`src/rtl/clock_divider_pkg.sv`:
```
// Shared types and helpers for the multi-channel clock divider.
// Channel mode encoding, default counter width and half-period math.
package clock_divider_pkg;

    typedef enum logic {
        MODE_SQUARE = 1'b0,
        MODE_PULSE  = 1'b1
    } div_mode_t;

    localparam int DEF_WIDTH = 24;

    // ceil(d/2) done with one spare bit so d = all-ones cannot overflow
    function automatic logic [31:0] half_period(input logic [31:0] d);
        logic [32:0] s;
        s = {1'b0, d} + 33'd1;
        return s[32:1];
    endfunction

endpackage

```
`src/rtl/clock_divider_channel.sv`:
```
// One divider channel: active/pending divisor registers, period counter
// and registered square/pulse decode that always matches the counter.
module clock_divider_channel
    import clock_divider_pkg::*;
#(
    parameter int WIDTH = DEF_WIDTH
) (
    input  logic             clock,
    input  logic             reset,
    input  logic             enable,
    input  logic [WIDTH-1:0] divisor,
    input  logic             mode,
    input  logic             load,
    input  logic             sync,
    output logic             outclk,
    output logic             tick,
    output logic             pending
);

    logic [WIDTH-1:0] cnt_q, d_q, pend_d_q;
    div_mode_t        mode_q, pend_mode_q;
    logic             pend_q, run_q;

    logic [WIDTH-1:0] cnt_n, d_n, src_d;
    div_mode_t        mode_n, src_mode;
    logic             idle, wrap, src_valid, apply, act_n, tick_n, outclk_n;
    logic [31:0]      h_n;

    always_comb begin
        // run_q means the counter held a live value last cycle (enabled, D != 0)
        idle      = !run_q || !enable;
        wrap      = run_q && (cnt_q == d_q - WIDTH'(1));
        src_valid = load || pend_q;
        src_d     = load ? divisor : pend_d_q;
        src_mode  = load ? div_mode_t'(mode) : pend_mode_q;
        apply     = src_valid && (idle || wrap || sync);
        d_n       = apply ? src_d : d_q;
        mode_n    = apply ? src_mode : mode_q;
        act_n     = enable && (d_n != '0);

        if (!act_n || idle || apply || sync || wrap)
            cnt_n = '0;
        else
            cnt_n = cnt_q + WIDTH'(1);

        h_n      = half_period(32'(d_n));
        tick_n   = act_n && (cnt_n == d_n - WIDTH'(1));
        outclk_n = act_n && ((mode_n == MODE_PULSE) ? tick_n : (32'(cnt_n) < h_n));
    end

    always_ff @(posedge clock) begin
        if (reset) begin
            cnt_q       <= '0;
            d_q         <= '0;
            mode_q      <= MODE_SQUARE;
            pend_d_q    <= '0;
            pend_mode_q <= MODE_SQUARE;
            pend_q      <= 1'b0;
            run_q       <= 1'b0;
            outclk      <= 1'b0;
            tick        <= 1'b0;
        end else begin
            cnt_q  <= cnt_n;
            d_q    <= d_n;
            mode_q <= mode_n;
            if (load) begin
                pend_d_q    <= divisor;
                pend_mode_q <= div_mode_t'(mode);
            end
            pend_q <= src_valid && !apply;
            run_q  <= act_n;
            outclk <= outclk_n;
            tick   <= tick_n;
        end
    end

    assign pending = pend_q;

endmodule

```
`src/rtl/clock_divider_multi.sv`:
```
// Multi-channel programmable clock-enable generator; one independent
// divider per channel, sharing only clock, reset and the sync restart.
module clock_divider_multi
    import clock_divider_pkg::*;
#(
    parameter int CHANNELS = 4,
    parameter int WIDTH    = DEF_WIDTH
) (
    input  logic                      clock,
    input  logic                      reset,
    input  logic [CHANNELS-1:0]       enable,
    input  logic [CHANNELS*WIDTH-1:0] divisor,
    input  logic [CHANNELS-1:0]       mode,
    input  logic [CHANNELS-1:0]       load,
    input  logic                      sync,
    output logic [CHANNELS-1:0]       outClk,
    output logic [CHANNELS-1:0]       tick,
    output logic [CHANNELS-1:0]       pending
);

    for (genvar i = 0; i < CHANNELS; i++) begin : g_ch
        clock_divider_channel #(.WIDTH(WIDTH)) u_ch (
            .clock   (clock),
            .reset   (reset),
            .enable  (enable[i]),
            .divisor (divisor[i*WIDTH +: WIDTH]),
            .mode    (mode[i]),
            .load    (load[i]),
            .sync    (sync),
            .outclk  (outClk[i]),
            .tick    (tick[i]),
            .pending (pending[i])
        );
    end

endmodule

```
`config.mk`:
```
export PLATFORM = sky130hd
export DESIGN_NAME = clock_divider_multi
export DESIGN_NICKNAME = d
export VERILOG_FILES = /design/src/rtl/clock_divider_pkg.sv /design/src/rtl/clock_divider_channel.sv /design/src/rtl/clock_divider_multi.sv
export SDC_FILE = /design/constraint.sdc
export NUM_CORES = 1
export LEC_CHECK = 0
export ABC_AREA = 1
export BUFFER_PORTS_ARGS = -buffer_cell sky130_fd_sc_hd__buf_2
export CAP_MARGIN = 20
export CORE_MARGIN = 1
export CORE_UTILIZATION = 45
export CTS_BUF_LIST = sky130_fd_sc_hd__clkbuf_8
export DETAILED_ROUTE_END_ITERATION = 6
export GPL_TIMING_DRIVEN = 0
export SYNTH_ARGS = -nofsm -noshare
export SYNTH_HDL_FRONTEND = slang
export SYNTH_HIERARCHICAL = 1
export SYNTH_SLANG_ARGS = --single-unit
```
`constraint.sdc`:
```
create_clock -name clock -period 5.7 [get_ports clock]
set_input_delay 1.14 -clock clock [delete_from_list [all_inputs] [get_ports clock]]
set_output_delay 1.14 -clock clock [all_outputs]
set_load 0.01 [all_outputs]
```
==> results of run 1 <==
[tightest hold or removal path: cells and delay by family (launching register included)]
kind / cells / cell delay (ps)
flops: 1 / 300
mux: 1 / 70
simple gates: 1 / 80
[final cells by class]
cell class / instances / area, um^2 / share of cell area (%)
multi-input cells: 3458 / 18440 / 60.10
flip-flops and latches: 312 / 6280 / 20.47
inverters: 615 / 2316 / 7.548
clock buffers: 72 / 991.0 / 3.229
repair buffers: 168 / 970.9 / 3.164
well taps: 773 / 967.2 / 3.152
plain buffers: 90 / 470.5 / 1.533
clock inverters: 32 / 244.0 / 0.7951
diodes: 1 / 2.502 / 0.008155
[flip-flops by register name (all words and copies together) (netlist names)]
signal,cells
g_ch.u_ch/outclk,4
g_ch.u_ch/pend_d_q,96
g_ch.u_ch/pend_mode_q,4
g_ch.u_ch/tick,4
g_ch.u_ch/d_q,96
g_ch.u_ch/mode_q,4
g_ch.u_ch/cnt_q,96
g_ch.u_ch/run_q,4
g_ch.u_ch/pending,4
[routing by layer]
metal	wire length, um	vias up	global-route usage (%)	share of wire [%]
li1	-	14478	-	-
met1	41290	12153	38.73	48
met2	37190	667	44.87	43
met3	4688	168	3.571	5.4
met4	3302	0	11.27	3.8
met5	0	-	0	0
[synthesized netlist by cell type, drive strengths merged (16+ instances only)]
| master | count | area [um^2] |
|---|---|---|
| nand2 | 1323 | 5109 |
| nor2 | 909 | 3781 |
| inv | 606 | 2277 |
| dfxtp | 312 | 6246 |
| nand3 | 286 | 1561 |
| xor2 | 204 | 1787 |
| o21ai | 137 | 749.5 |
| nand4 | 111 | 763.2 |
| ha | 108 | 1351 |
| nand3b | 73 | 548.0 |
| a21oi | 59 | 299.0 |
| clkbuf | 58 | 217.7 |
| nor3 | 57 | 354.1 |
| mux2i | 50 | 500.5 |
| xnor2 | 44 | 385.4 |
| buf | 36 | 280.3 |
| nor4 | 17 | 157.7 |
| or2 | 16 | 102.6 |
[metrics by stage]
stage | setup WS [ps] | utilization [%] | instance area [um^2] | instances
floorplan | 554.7 | - | 27000 | 4478
global placement | -799.9 | 48.28 | 28550 | 5367
detailed placement | -745.4 | 48.28 | 28550 | 5367
CTS | -43.90 | 50.71 | 29990 | 5484
global route | -18.71 | 51.89 | 30680 | 5521
finish | 331.7 | 51.89 | 30680 | 5521
[timing repair]
item                       4_1_cts  5_1_grt
cloned                           0        1
setup endpoints to repair        4        4
hold buffers                     0        0
resized for setup               27      128
buffers inserted                13       39
pin swaps                       22       67
[cell families (layout without fill, tap and decap cells)]
family                     after synthesis  after routing  share of synthesized area, %
xor gates and xnor gates               249            249                         8.133
muxes                                   50             50                         1.854
adders and majority gates              108            108                         5.005
buffers and inverters                  709            977                         10.40
AOI/OAI and AO/OA                      233            233                         5.023
other                                    0              1                             0
DFF                                    312            312                         23.13
and+or+nand+nor                       2817           2818                         46.45
[report_power, final]
group / total, mW / internal, mW / switching [mW]
Sequential: 2.39 / 2.28 / 0.110
Combinational: 1.93 / 0.634 / 1.29
Clock: 2.32 / 1.31 / 1.01
Total: 6.64 / 4.23 / 2.41
[path summary, 6_finish.rpt]
| path | endpoint | depth (start not counted) | slack, ps | start |
|---|---|---|---|---|
| max | g_ch[1].u_ch/outclk | 33 | 330 | g_ch[1].u_ch/d_q[1] |
| min | g_ch[3].u_ch/pend_d_q[21] | 2 | 480 | g_ch[3].u_ch/pend_d_q[21] |
| max reg2reg | g_ch[1].u_ch/outclk | 33 | 330 | g_ch[1].u_ch/d_q[1] |
| min reg2reg | g_ch[3].u_ch/pend_d_q[21] | 2 | 480 | g_ch[3].u_ch/pend_d_q[21] |
==> results_tabular.tex, run 1 <==
\begin{tabular}{lr}
\hline
Metric & Value \\
\hline
\multicolumn{2}{l}{\textbf{Die}} \\
\quad Die Y-Extent & between 200 and 250 um \\
\quad Floorplan Core Area & just under 60000 um\^{}2 \\
\quad Number of top-level pins & $\sim$120 \\
\quad Initial cell density of the core & 45.66\% \\
\quad Area of the die & between 60000 and 70000 um\^{}2 \\
\quad Width of the die & roughly 250 um \\
\quad Row count & 89 \\
\multicolumn{2}{l}{\textbf{Route}} \\
\quad DRC & 10 \\
\quad Router iterations before antenna repair & 7 \\
\quad Total via count after detailed routing & 27.47k \\
\quad Initial DRC count & 1745 \\
\quad Via-per-instance ratio & a little under 5 \\
\quad Post-Route WL & 86470 um \\
\quad Post-route antenna net violation count & 0 \\
\quad Average detailed-routed wire length per instance & approximately 16 um \\
\multicolumn{2}{l}{\textbf{Place}} \\
\quad Global placement routability congestion & slightly below 1 \\
\quad Post-DP HPWL & 71520 um \\
\quad Port buffer count & about 120 \\
\multicolumn{2}{l}{\textbf{Worst setup path}} \\
\quad Cell type with the highest occurrence count on the critical path & sky130\_fd\_sc\_hd\_\_nand2\_1 \\
\quad Critical-path cell with the highest stage delay & sky130\_fd\_sc\_hd\_\_dfxtp\_2 \\
\quad Cell family with most CP delay & simple AND/OR/NAND/NOR gates \\
\quad Type of origin of the critical path & register \\
\quad CP arrival & between 5000 and 6000 ps \\
\quad Bufs and invs on worst path & 6 \\
\quad Data required, critical path & roughly 6200 ps \\
\quad Critical Path Fanout Max & 14 \\
\quad Largest stage delay on the critical path & around 340 ps \\
\quad Crit. End Element & register \\
\quad Setup CP Type & reg -> reg \\
\multicolumn{2}{l}{\textbf{GRT}} \\
\quad Aggregate global-route resource usage & between 20\% and 30\% \\
\quad Initial antenna violation count & 2 \\
\quad Wire length of the first global-routing pass & approximately 130000 um \\
\quad Via count of the first global-routing pass & approximately 26k \\
\quad Maximum number of pins on one net before global-route repair & 15 \\
\quad Total global routing overflow & 0 \\
\multicolumn{2}{l}{\textbf{Cells and area}} \\
\quad Most common cell after layout, fill and taps aside & sky130\_fd\_sc\_hd\_\_nand2\_1 \\
\quad Share of post-route cells with drive strength above 1 & between 10\% and 20\% \\
\quad Area growth from synthesis to layout & 13.65\% \\
\quad Number of filler cells placed in the layout & around 6.3k \\
\quad Number of nets at the end of the flow & 4923 \\
\quad Top library cells by usage in the layout, fill and taps aside & sky130\_fd\_sc\_hd\_\_nand2\_1 (1274), sky130\_fd\_sc\_hd\_\_nor2\_1 (766), sky130\_fd\_sc\_hd\_\_inv\_1 (582) \\
\multicolumn{2}{l}{\textbf{Logic synthesis}} \\
\quad Post-synthesis net count & roughly 4.7k \\
\quad Async SR Flop Fraction & 0\% \\
\quad Portion of the post-synthesis area used by sequential elements & 23.13\% \\
\quad Commonest register cell after synthesis & sky130\_fd\_sc\_hd\_\_dfxtp\_1 \\
\quad Count of warnings emitted by yosys & 6 \\
\quad Avg Inst Size Synth & about 6.0 um\^{}2 \\
\quad Syn Std Cell Area & 27000 um\^{}2 \\
\quad Number of storage elements in the synthesis netlist & about 310 \\
\quad EDFF count, synth & 0 \\
\quad Cells after Synth & $\sim$4.5k \\
\quad Library cells used by synthesis & 57 \\
\multicolumn{2}{l}{\textbf{CTS}} \\
\quad TritonCTS clock tree & yes \\
\quad Maximum level of the CTS H-tree & 2 \\
\quad Buffers from clock root to sink, at most & 3 \\
\quad Later-pin clock latency in the skew report & 670 ps \\
\quad Clock-pin slew of the registers on the worst-case setup and hold paths & 50 ps \\
\quad CTS Root Cell & sky130\_fd\_sc\_hd\_\_clkbuf\_8 \\
\quad TritonCTS buffer count & between 50 and 60 \\
\quad Clock sink total & approximately 310 \\
\multicolumn{2}{l}{\textbf{Timing}} \\
\quad Worst clock skew & $\sim$43 ps \\
\quad Worst-case hold slack & approximately 480 ps \\
\quad Hold Violations, Final & 0 \\
\quad Final-report max-slew violation count & 0 \\
\quad Slew at the pin closest to its max-slew limit & between 900 and 1000 ps \\
\quad Period minus WS final & 5368 ps \\
\quad Final-layout setup total negative slack & 0 ps \\
\quad Headroom to the max-slew limit & a little over a third \\
\quad Final worst-path cycle share & between 90\% and 100\% \\
\quad Final-report setup violation count & 0 \\
\quad Peak clock frequency supported by timing & 186.3 MHz \\
\multicolumn{2}{l}{\textbf{Power}} \\
\quad Maximum vdd ir drop & roughly 180 uV \\
\quad Leakage & around 16 nW \\
\quad Power per Cell Area & between 200 and 250 nW/um\^{}2 \\
\quad Total power & about 6.6 mW \\
\multicolumn{2}{l}{\textbf{Job}} \\
\quad Number of max-cap violations & 0 \\
\multicolumn{2}{l}{\textbf{Status}} \\
\quad Violations in the final reports & design-rule violations \\
\quad Outcome & finished with violations \\
\multicolumn{2}{l}{\textbf{Min path}} \\
\quad Path class of the lowest-slack min-delay path & reg -> reg \\
\hline
\end{tabular}
Note: power is estimated with default switching activity, not from simulation.
==> run 2: changes to the inputs <==
Settings changed: CTS_BUF_LIST sky130_fd_sc_hd__clkbuf_8 to sky130_fd_sc_hd__clkbuf_8 sky130_fd_sc_hd__clkbuf_16.
==> results_tabular.tex, run 2 (same netlist as run 1, synthesis figures left out) <==
\begin{tabular}{lr}
\hline
Metric & Value \\
\hline
\multicolumn{2}{l}{\textbf{Cells and area}} \\
\quad Most common cell after layout, fill and taps aside & sky130\_fd\_sc\_hd\_\_nand2\_1 \\
\quad Share of post-route cells with drive strength above 1 & 12.98\% (-0.40 points) \\
\quad Largest regs & g\_ch.u\_ch/cnt\_q: 96 flops, g\_ch.u\_ch/d\_q: 96 flops, g\_ch.u\_ch/pend\_d\_q: 96 flops \\
\quad Number of diodes added for antenna fixing & 0 (-1) \\
\quad Top library cells by usage in the layout, fill and taps aside & sky130\_fd\_sc\_hd\_\_nand2\_1 (1274), sky130\_fd\_sc\_hd\_\_nor2\_1 (766), sky130\_fd\_sc\_hd\_\_inv\_1 (572) \\
\quad Design Area, Final & 30860 um\^{}2 (+0.57\%) \\
\quad Layout Utilization & 52.19\% (+0.30 points) \\
\quad Number of nets at the end of the flow & 4903 (-0.41\%) \\
\quad Non-filler instance count after layout & 5489 (-0.58\%) \\
\quad Number of filler cells placed in the layout & 6304 (-0.57\%) \\
\quad Area growth from synthesis to layout & 14.30\% \\
\multicolumn{2}{l}{\textbf{Power}} \\
\quad Logic gate share of total power & 27.4\% (-1.6 points) \\
\quad Internal power consumption & 4.581 mW (+8.3\%) \\
\quad Maximum vdd ir drop & 240.1 uV (+31\%) \\
\quad Clock share of power & 38.6\% (+3.7 points) \\
\quad Part of the total power dissipated in sequential elements & 34.0\% (-2.0 points) \\
\quad Power dissipated by switching net loads & 2.461 mW (+2.1\%) \\
\quad Power per Cell Area & 228.2 nW/um\^{}2 (+5.5\%) \\
\quad Total power & 7.042 mW (+6.1\%) \\
\quad Net switching share of the total power & 34.94\% (-1.3 points) \\
\quad Leakage & 15.61 nW (about the same) \\
\multicolumn{2}{l}{\textbf{Place}} \\
\quad Global placement routability congestion & 0.9698 (unchanged) \\
\quad Dpl cells & 5367 (unchanged) \\
\quad Worst-case setup slack after placement & -745.4 ps (unchanged) \\
\quad Port buffer count & 116 (unchanged) \\
\quad Placement Cell Area & 28550 um\^{}2 (unchanged) \\
\quad Post-DP HPWL & 71520 um (unchanged) \\
\multicolumn{2}{l}{\textbf{Route}} \\
\quad Sum of routed wire segments on met1 & 41420 um (+0.31\%) \\
\quad Average detailed-routed wire length per instance & 15.73 um (+0.46\%) \\
\quad Total via count after detailed routing & 27.46k (-0.033\%) \\
\quad Total met3 wirelength after detailed routing & 4605 um (-1.8\%) \\
\quad Metal2 WL & 37320 um (+0.35\%) \\
\quad DRC & 10 (unchanged) \\
\quad Initial DRC count & 1831 (+4.9\%) \\
\quad Top routing layer in use & met4 \\
\quad Router iterations before antenna repair & 7 (unchanged) \\
\quad Post-Route WL & 86360 um (-0.13\%) \\
\quad Post-route antenna net violation count & 0 (unchanged) \\
\quad Via-per-instance ratio & 5.002 (+0.55\%) \\
\multicolumn{2}{l}{\textbf{CTS}} \\
\quad TritonCTS buffer count & 41 (-31\%) \\
\quad Hold-fix buffer count after cts & 0 (unchanged) \\
\quad TritonCTS clock tree & yes \\
\quad Buffers from clock root to sink, at most & 3 (unchanged) \\
\quad Clock sink total & 312 (unchanged) \\
\quad Later-pin clock latency in the skew report & 580 ps (-90 ps) \\
\quad Clock-pin slew of the registers on the worst-case setup and hold paths & 60 ps (about the same) \\
\quad CTS Root Cell & sky130\_fd\_sc\_hd\_\_clkbuf\_16 \\
\quad Maximum level of the CTS H-tree & 2 (unchanged) \\
\multicolumn{2}{l}{\textbf{Die}} \\
\quad Floorplan Core Area & 59130 um\^{}2 (unchanged) \\
\quad Area of the die & 60980 um\^{}2 (unchanged) \\
\quad Initial cell density of the core & 45.66\% (unchanged) \\
\quad Die Y-Extent & 246.9 um (unchanged) \\
\quad Number of top-level pins & 123 (unchanged) \\
\quad Width of the die & 246.9 um (unchanged) \\
\quad Row count & 89 (unchanged) \\
\multicolumn{2}{l}{\textbf{Worst setup path}} \\
\quad Capture point of the critical path & g\_ch[2].u\_ch/outclk \\
\quad Type of origin of the critical path & input pin \\
\quad Cell family with most CP delay & simple AND/OR/NAND/NOR gates \\
\quad CP arrival & 5890 ps (about the same) \\
\quad Setup CP Type & in -> reg \\
\quad Internal reg-to-reg setup slack & 350 ps (+20 ps) \\
\quad Largest stage delay on the critical path & 690 ps (+350 ps) \\
\quad Bufs and invs on worst path & 2 (-4) \\
\quad Depth of the critical timing path with buffers and inverters included & 24 (-27\%) \\
\quad Critical Path Fanout Max & 10 (-4) \\
\quad List of cells traversed by the critical path & clkbuf\_1, clkbuf\_1, mux2i\_1, o21ai\_4, ha\_4, nand2\_1, nor2\_2, nand3\_2, nor2\_4, nand2\_4, nor2\_4, nand3\_2, nor2\_2, nand4\_1, nor2\_4, nand4\_2, nand3b\_1, ha\_4, nand4\_1, nor3\_2, and3\_1, nand2\_1, a21oi\_2, nor2\_2 \\
\quad Worst R2R Start & g\_ch[1].u\_ch/d\_q[1] \\
\quad Timing startpoint of the critical path & load[2] \\
\quad End of the worst register-to-register path & g\_ch[1].u\_ch/outclk \\
\quad Data required, critical path & 6160 ps (-70 ps) \\
\quad Critical-path cell with the highest stage delay & sky130\_fd\_sc\_hd\_\_clkbuf\_1 \\
\quad Crit. End Element & register \\
\quad Worst-case reg-to-reg path depth & 36 (+9.1\%) \\
\multicolumn{2}{l}{\textbf{Timing}} \\
\quad Final worst-path cycle share & 95.34\% (+1.2 points) \\
\quad Peak clock frequency supported by timing & 184.0 MHz (-1.2\%) \\
\quad Period minus WS final & 5435 ps (+66.32 ps) \\
\quad Final-report setup violation count & 0 (unchanged) \\
\quad Worst clock skew & 10.31 ps (-32.24 ps) \\
\quad Setup WS post-layout & 265.4 ps (-66.32 ps) \\
\quad Final-report max-slew violation count & 0 (unchanged) \\
\quad Headroom to the max-slew limit & 37.26\% (+2.4 points) \\
\quad Setup repair after global routing missed its margin & yes \\
\quad Slew at the pin closest to its max-slew limit & 941.1 ps (-36.31 ps) \\
\quad Hold Violations, Final & 0 (unchanged) \\
\multicolumn{2}{l}{\textbf{Job}} \\
\quad Number of max-cap violations & 0 (unchanged) \\
\multicolumn{2}{l}{\textbf{GRT}} \\
\quad Wire length of the first global-routing pass & 134300 um (-0.33\%) \\
\quad Maximum number of pins on one net before global-route repair & 13 (-2) \\
\quad Via count of the first global-routing pass & 25.50k (-0.97\%) \\
\quad Initial antenna violation count & 1 (-1) \\
\quad Aggregate global-route resource usage & 28.24\% (-0.088 points) \\
\quad Total global routing overflow & 0 (unchanged) \\
\multicolumn{2}{l}{\textbf{Status}} \\
\quad Violations in the final reports & design-rule violations \\
\quad Outcome & finished with violations \\
\multicolumn{2}{l}{\textbf{Min path}} \\
\quad Path class of the lowest-slack min-delay path & reg -> reg \\
\quad Worst hold stages & 2 (unchanged) \\
\quad Hold Path Origin & g\_ch[3].u\_ch/pend\_d\_q[21] \\
\hline
\end{tabular}
run 2: through the flow:
stage,setup TNS (ps),hold WS [ps]
after floorplan,0,448.0
after global placement,-1830,462.7
after detailed placement,-1635,473.9
after CTS,-67.28,488.7
after global routing,-67.49,514.4
final,0,484.2
run 2: power groups by stage:
stage	Combinational (mW)	Clock [mW]	Sequential (mW)
floorplan	1.37	0	2.38
global placement	1.82	0	2.42
detailed placement	1.82	0	2.42
CTS	1.85	2.79	2.38
global route	2.17	2.88	2.40
finish	1.93	2.72	2.39
run 2: metal layers:
layer  GRT usage, %  up-vias
met5              0        -
met4          10.37        0
met3          3.234      150
met2          44.87      681
met1          39.02    12188
li1               -    14438
run 2: repair_timing:
item                                    CTS  global route
endpoints found under the setup margin    4             4
gates cloned                              0             1
resized for setup                        27           128
pin swaps                                21            66
buffers inserted                         12            37
run 2: worst min-delay path by stage:
stage / end / slack, ps
floorplan: g_ch[1].u_ch/pend_d_q[22] / 450
global placement: g_ch[3].u_ch/pend_d_q[21] / 460
detailed placement: g_ch[1].u_ch/pend_d_q[23] / 470
CTS: g_ch[1].u_ch/pend_d_q[23] / 490
global route: g_ch[0].u_ch/pend_d_q[0] / 510
finish: g_ch[3].u_ch/pend_d_q[21] / 480
run 2: worst min-delay path: stages, from the launching register on:
cell                      delay [ps]
sky130_fd_sc_hd__dfxtp_1         300
sky130_fd_sc_hd__mux2i_1          70
sky130_fd_sc_hd__nor2_1           80
run 2: area by class of cell:
type / instances / area, um^2 / share of cell area [%]
clock inverters: 27 / 282.8 / 0.9163
clock buffers: 48 / 1145 / 3.710
well taps: 773 / 967.2 / 3.134
multi-input cells: 3458 / 18440 / 59.75
repair buffers: 165 / 948.4 / 3.073
plain buffers: 91 / 479.2 / 1.553
inverters: 615 / 2316 / 7.505
flip-flops and latches: 312 / 6284 / 20.36
==> run 3: changes to the inputs <==
Settings changed: GPL_ROUTABILITY_DRIVEN set to 0, SYNTH_HIERARCHICAL 1 to not set.
==> results_tabular.tex, run 3 <==
\begin{tabular}{lr}
\hline
Metric & Value \\
\hline
\multicolumn{2}{l}{\textbf{Die}} \\
\quad Floorplan Core Area & 56930 um\^{}2 (-3.7\%) \\
\quad Die Y-Extent & 243.1 um (-1.6\%) \\
\quad Initial cell density of the core & 45.94\% (+0.28 points) \\
\quad Area of the die & 59090 um\^{}2 (-3.1\%) \\
\quad Number of top-level pins & 123 (unchanged) \\
\quad Row count & 87 (-2.2\%) \\
\quad Width of the die & 243.1 um (-1.6\%) \\
\multicolumn{2}{l}{\textbf{Timing}} \\
\quad Final-layout setup total negative slack & 0 ps (unchanged) \\
\quad Hold Violations, Final & 0 (unchanged) \\
\quad Final-report max-slew violation count & 0 (unchanged) \\
\quad Final-report setup violation count & 0 (unchanged) \\
\quad Period minus WS final & 5410 ps (-24.97 ps) \\
\quad Peak clock frequency supported by timing & 184.9 MHz (+0.46\%) \\
\quad Slew at the pin closest to its max-slew limit & 1075 ps (+134.1 ps) \\
\quad Worst clock skew & 15.18 ps (+4.869 ps) \\
\quad Headroom to the max-slew limit & 28.32\% (-8.9 points) \\
\quad Final worst-path cycle share & 94.91\% (-0.44 points) \\
\multicolumn{2}{l}{\textbf{Route}} \\
\quad Initial DRC count & 1997 (+9.1\%) \\
\quad Average detailed-routed wire length per instance & 16.07 um (+2.1\%) \\
\quad Post-route antenna net violation count & 0 (unchanged) \\
\quad Total via count after detailed routing & 26.91k (-2.0\%) \\
\quad Via-per-instance ratio & 5.066 (+1.3\%) \\
\quad DRC & 0 (-10) \\
\quad Router iterations before antenna repair & 5 (-2) \\
\quad Post-Route WL & 85350 um (-1.2\%) \\
\multicolumn{2}{l}{\textbf{CTS}} \\
\quad CTS Root Cell & sky130\_fd\_sc\_hd\_\_clkbuf\_16 \\
\quad Clock-pin slew of the registers on the worst-case setup and hold paths & 60 ps (about the same) \\
\quad TritonCTS clock tree & yes \\
\quad Maximum level of the CTS H-tree & 2 (unchanged) \\
\quad TritonCTS buffer count & 39 (-4.9\%) \\
\quad Later-pin clock latency in the skew report & 560 ps (-20 ps) \\
\quad Hold-fix buffer count after cts & 0 (unchanged) \\
\quad Clock sink total & 312 (unchanged) \\
\quad Buffers from clock root to sink, at most & 3 (unchanged) \\
\multicolumn{2}{l}{\textbf{Cells and area}} \\
\quad Area growth from synthesis to layout & 13.00\% \\
\quad Share of post-route cells with drive strength above 1 & 10.03\% (-2.9 points) \\
\quad Number of nets at the end of the flow & 4748 (-3.2\%) \\
\quad Number of diodes added for antenna fixing & 0 (unchanged) \\
\quad Top library cells by usage in the layout, fill and taps aside & sky130\_fd\_sc\_hd\_\_nand2\_1 (1209), sky130\_fd\_sc\_hd\_\_nor2\_1 (840), sky130\_fd\_sc\_hd\_\_inv\_1 (568) \\
\quad Number of filler cells placed in the layout & 6216 (-1.4\%) \\
\quad Largest regs & g\_ch.u\_ch.cnt\_q: 96 flops, g\_ch.u\_ch.d\_q: 96 flops, g\_ch.u\_ch.pend\_d\_q: 96 flops \\
\quad Most common cell after layout, fill and taps aside & sky130\_fd\_sc\_hd\_\_nand2\_1 \\
\multicolumn{2}{l}{\textbf{Worst setup path}} \\
\quad Cell family with most CP delay & simple AND/OR/NAND/NOR gates \\
\quad Crit. End Element & register \\
\quad Bufs and invs on worst path & 4 (+2) \\
\quad Critical-path cell with the highest stage delay & sky130\_fd\_sc\_hd\_\_dfxtp\_1 \\
\quad Cell type with the highest occurrence count on the critical path & sky130\_fd\_sc\_hd\_\_nand2\_1 \\
\quad Data required, critical path & 6190 ps (+30 ps) \\
\quad Largest stage delay on the critical path & 350 ps (-340 ps) \\
\quad Type of origin of the critical path & register \\
\quad CP arrival & 5900 ps (about the same) \\
\quad Setup CP Type & reg -> reg \\
\quad Critical Path Fanout Max & 10 (unchanged) \\
\multicolumn{2}{l}{\textbf{Logic synthesis}} \\
\quad Cells after Synth & 4342 (-3.0\%) \\
\quad Dominant combinational cell family by area after synthesis & simple AND/OR/NAND/NOR gates \\
\quad EDFF count, synth & 0 (unchanged) \\
\quad Commonest register cell after synthesis & sky130\_fd\_sc\_hd\_\_dfxtp\_1 \\
\quad Multiplexer area fraction after synthesis & 2.564\% (+0.71 points) \\
\quad Compound-cell area share of the yosys netlist & 4.756\% (-0.27 points) \\
\quad Count leader, synth & sky130\_fd\_sc\_hd\_\_nand2\_1 \\
\quad Post-synthesis net count & 4561 (-2.9\%) \\
\quad Parity-gate share of the synthesized area counting xor and xnor cells & 8.822\% (+0.69 points) \\
\quad Synth Area in Adders & 5.167\% (+0.16 points) \\
\quad Number of storage elements in the synthesis netlist & 312 (unchanged) \\
\quad Syn Std Cell Area & 26150 um\^{}2 (-3.1\%) \\
\quad Fraction of post-synthesis cell area in the top cell type by area & 23.88\% (+0.75 points) \\
\quad Cell types occupying the most area after synthesis & sky130\_fd\_sc\_hd\_\_dfxtp\_1 (24\%), sky130\_fd\_sc\_hd\_\_nand2\_1 (17\%), sky130\_fd\_sc\_hd\_\_nor2\_1 (12\%) \\
\quad Synth top cells by count & sky130\_fd\_sc\_hd\_\_nand2\_1 (1217), sky130\_fd\_sc\_hd\_\_nor2\_1 (867), sky130\_fd\_sc\_hd\_\_inv\_1 (569) \\
\quad Count of warnings emitted by yosys & 0 (-6) \\
\quad Async SR Flop Fraction & 0\% (unchanged) \\
\quad Avg Inst Size Synth & 6.023 um\^{}2 (-0.10\%) \\
\quad Portion of the post-synthesis area used by sequential elements & 23.88\% (+0.75 points) \\
\quad Library cell occupying the most area in the post-synthesis netlist & sky130\_fd\_sc\_hd\_\_dfxtp\_1 \\
\quad Library cells used by synthesis & 56 (-1.8\%) \\
\quad Post-Synth Simple-Gate Area & 44.14\% (-2.3 points) \\
\multicolumn{2}{l}{\textbf{Min path}} \\
\quad Path class of the lowest-slack min-delay path & reg -> reg \\
\multicolumn{2}{l}{\textbf{GRT}} \\
\quad Met2 usage & 45.82\% (+0.96 points) \\
\quad Aggregate global-route resource usage & 28.06\% (-0.18 points) \\
\quad Met1 Track Usage GR & 38.34\% (-0.68 points) \\
\quad Total global routing overflow & 0 (unchanged) \\
\quad Initial antenna violation count & 1 (unchanged) \\
\quad Via count of the first global-routing pass & 24.65k (-3.3\%) \\
\quad Met3 layer usage reported by global route & 2.908\% (-0.33 points) \\
\quad Maximum number of pins on one net before global-route repair & 14 (+1) \\
\quad Busiest layer in global routing & met2 \\
\quad Wire length of the first global-routing pass & 131100 um (-2.4\%) \\
\multicolumn{2}{l}{\textbf{Place}} \\
\quad Port buffer count & 115 (-0.86\%) \\
\quad Post-DP HPWL & 69790 um (-2.4\%) \\
\multicolumn{2}{l}{\textbf{Power}} \\
\quad Leakage & 15.17 nW (-2.8\%) \\
\quad Total power & 6.720 mW (-4.6\%) \\
\quad Power per Cell Area & 227.4 nW/um\^{}2 (-0.35\%) \\
\quad Maximum vdd ir drop & 186.6 uV (-22\%) \\
\multicolumn{2}{l}{\textbf{Job}} \\
\quad Number of max-cap violations & 0 (unchanged) \\
\multicolumn{2}{l}{\textbf{Status}} \\
\quad Outcome & completed \\
\hline
\end{tabular}
run 3: changes by cell type after synthesis, moves of 14 or more:
| cell | delta |
|---|---|
| sky130_fd_sc_hd__inv_2 | -14 |
| sky130_fd_sc_hd__nand2_1 | -65 |
| sky130_fd_sc_hd__nand2_2 | -14 |
| sky130_fd_sc_hd__nor2_1 | +58 |
| sky130_fd_sc_hd__nor2_2 | -55 |
| sky130_fd_sc_hd__mux2i_1 | +17 |
| sky130_fd_sc_hd__nand4_1 | +29 |
| sky130_fd_sc_hd__nand3_1 | -47 |
run 3: layout make-up:
class                   instances  area [um^2]  share of cell area (%)
plain buffers                 106        570.5                   1.931
clock buffers                  47         1086                   3.675
clock inverters                21        195.2                  0.6605
inverters                     594         2235                   7.561
multi-input cells            3330        17460                   59.07
flip-flops and latches        312         6256                   21.17
well taps                     756        945.9                   3.201
repair buffers                146        808.3                   2.735
run 3: cells by family (layout without fill, tap and decap cells):
| group | after synthesis | count (layout) |
|---|---|---|
| compound gates | 211 | 211 |
| xor+xnor | 261 | 261 |
| fa+ha+maj | 108 | 108 |
| buf+inv | 700 | 914 |
| flops | 312 | 312 |
| mux | 67 | 67 |
| simple gates | 2683 | 2683 |
run 3: timing repair:
| action | 4_1_cts | 5_1_grt |
|---|---|---|
| endpoints found under the setup margin | 3 | 4 |
| hold endpoints to repair | 0 | 0 |
| gates resized for setup | 13 | 94 |
| gates cloned | 0 | 0 |
| buffers inserted | 1 | 30 |
| pin swaps | 1 | 28 |
run 3: path summary, 6_finish.rpt:
path                                  start                   endpoint  slack [ps]  depth (start not counted)
hold reg to reg   g_ch[3].u_ch.pend_d_q[23]  g_ch[3].u_ch.pend_d_q[23]         490                          2
setup reg to reg        g_ch[3].u_ch.d_q[1]        g_ch[3].u_ch.outclk         290                         34
hold / removal    g_ch[3].u_ch.pend_d_q[23]  g_ch[3].u_ch.pend_d_q[23]         490                          2
setup / recovery        g_ch[3].u_ch.d_q[1]        g_ch[3].u_ch.outclk         290                         34
run 3: where the power goes:
group	total, mW	internal [mW]	switching, mW
clock network	2.52	1.49	1.03
registers	2.36	2.28	0.0811
logic	1.84	0.601	1.24
total	6.72	4.37	2.35
run 3: through the flow:
stage / cells / util [%] / hold slack (ps) / worst slack [ps] / cell area [um^2]
after floorplan: 4342 / - / 448.0 / 696.1 / 26150
after CTS: 5282 / 50.96 / 488.0 / 36.16 / 29010
final: 5312 / 51.91 / 485.5 / 290.3 / 29550
after global routing: 5312 / 51.91 / 515.6 / -55.01 / 29550
after detailed placement: 5213 / 48.61 / 471.9 / -377.1 / 27680
after global placement: 5213 / 48.61 / 461.4 / -433.3 / 27670
run 3: tightest hold or removal path, stage by stage (launching register included):
cell and delay [ps]:
sky130_fd_sc_hd__dfxtp_1 300, sky130_fd_sc_hd__mux2i_1 70, sky130_fd_sc_hd__nor2_1 80
run 3: metal layers:
metal  share of wire, %  routed length (um)  vias up
met3                5.4                4608      140
met1                 47               40250    12081
li1                   -                   -    13937
met4                2.8                2419        2
met2                 45               38060      748
met5              0.014                  12        -
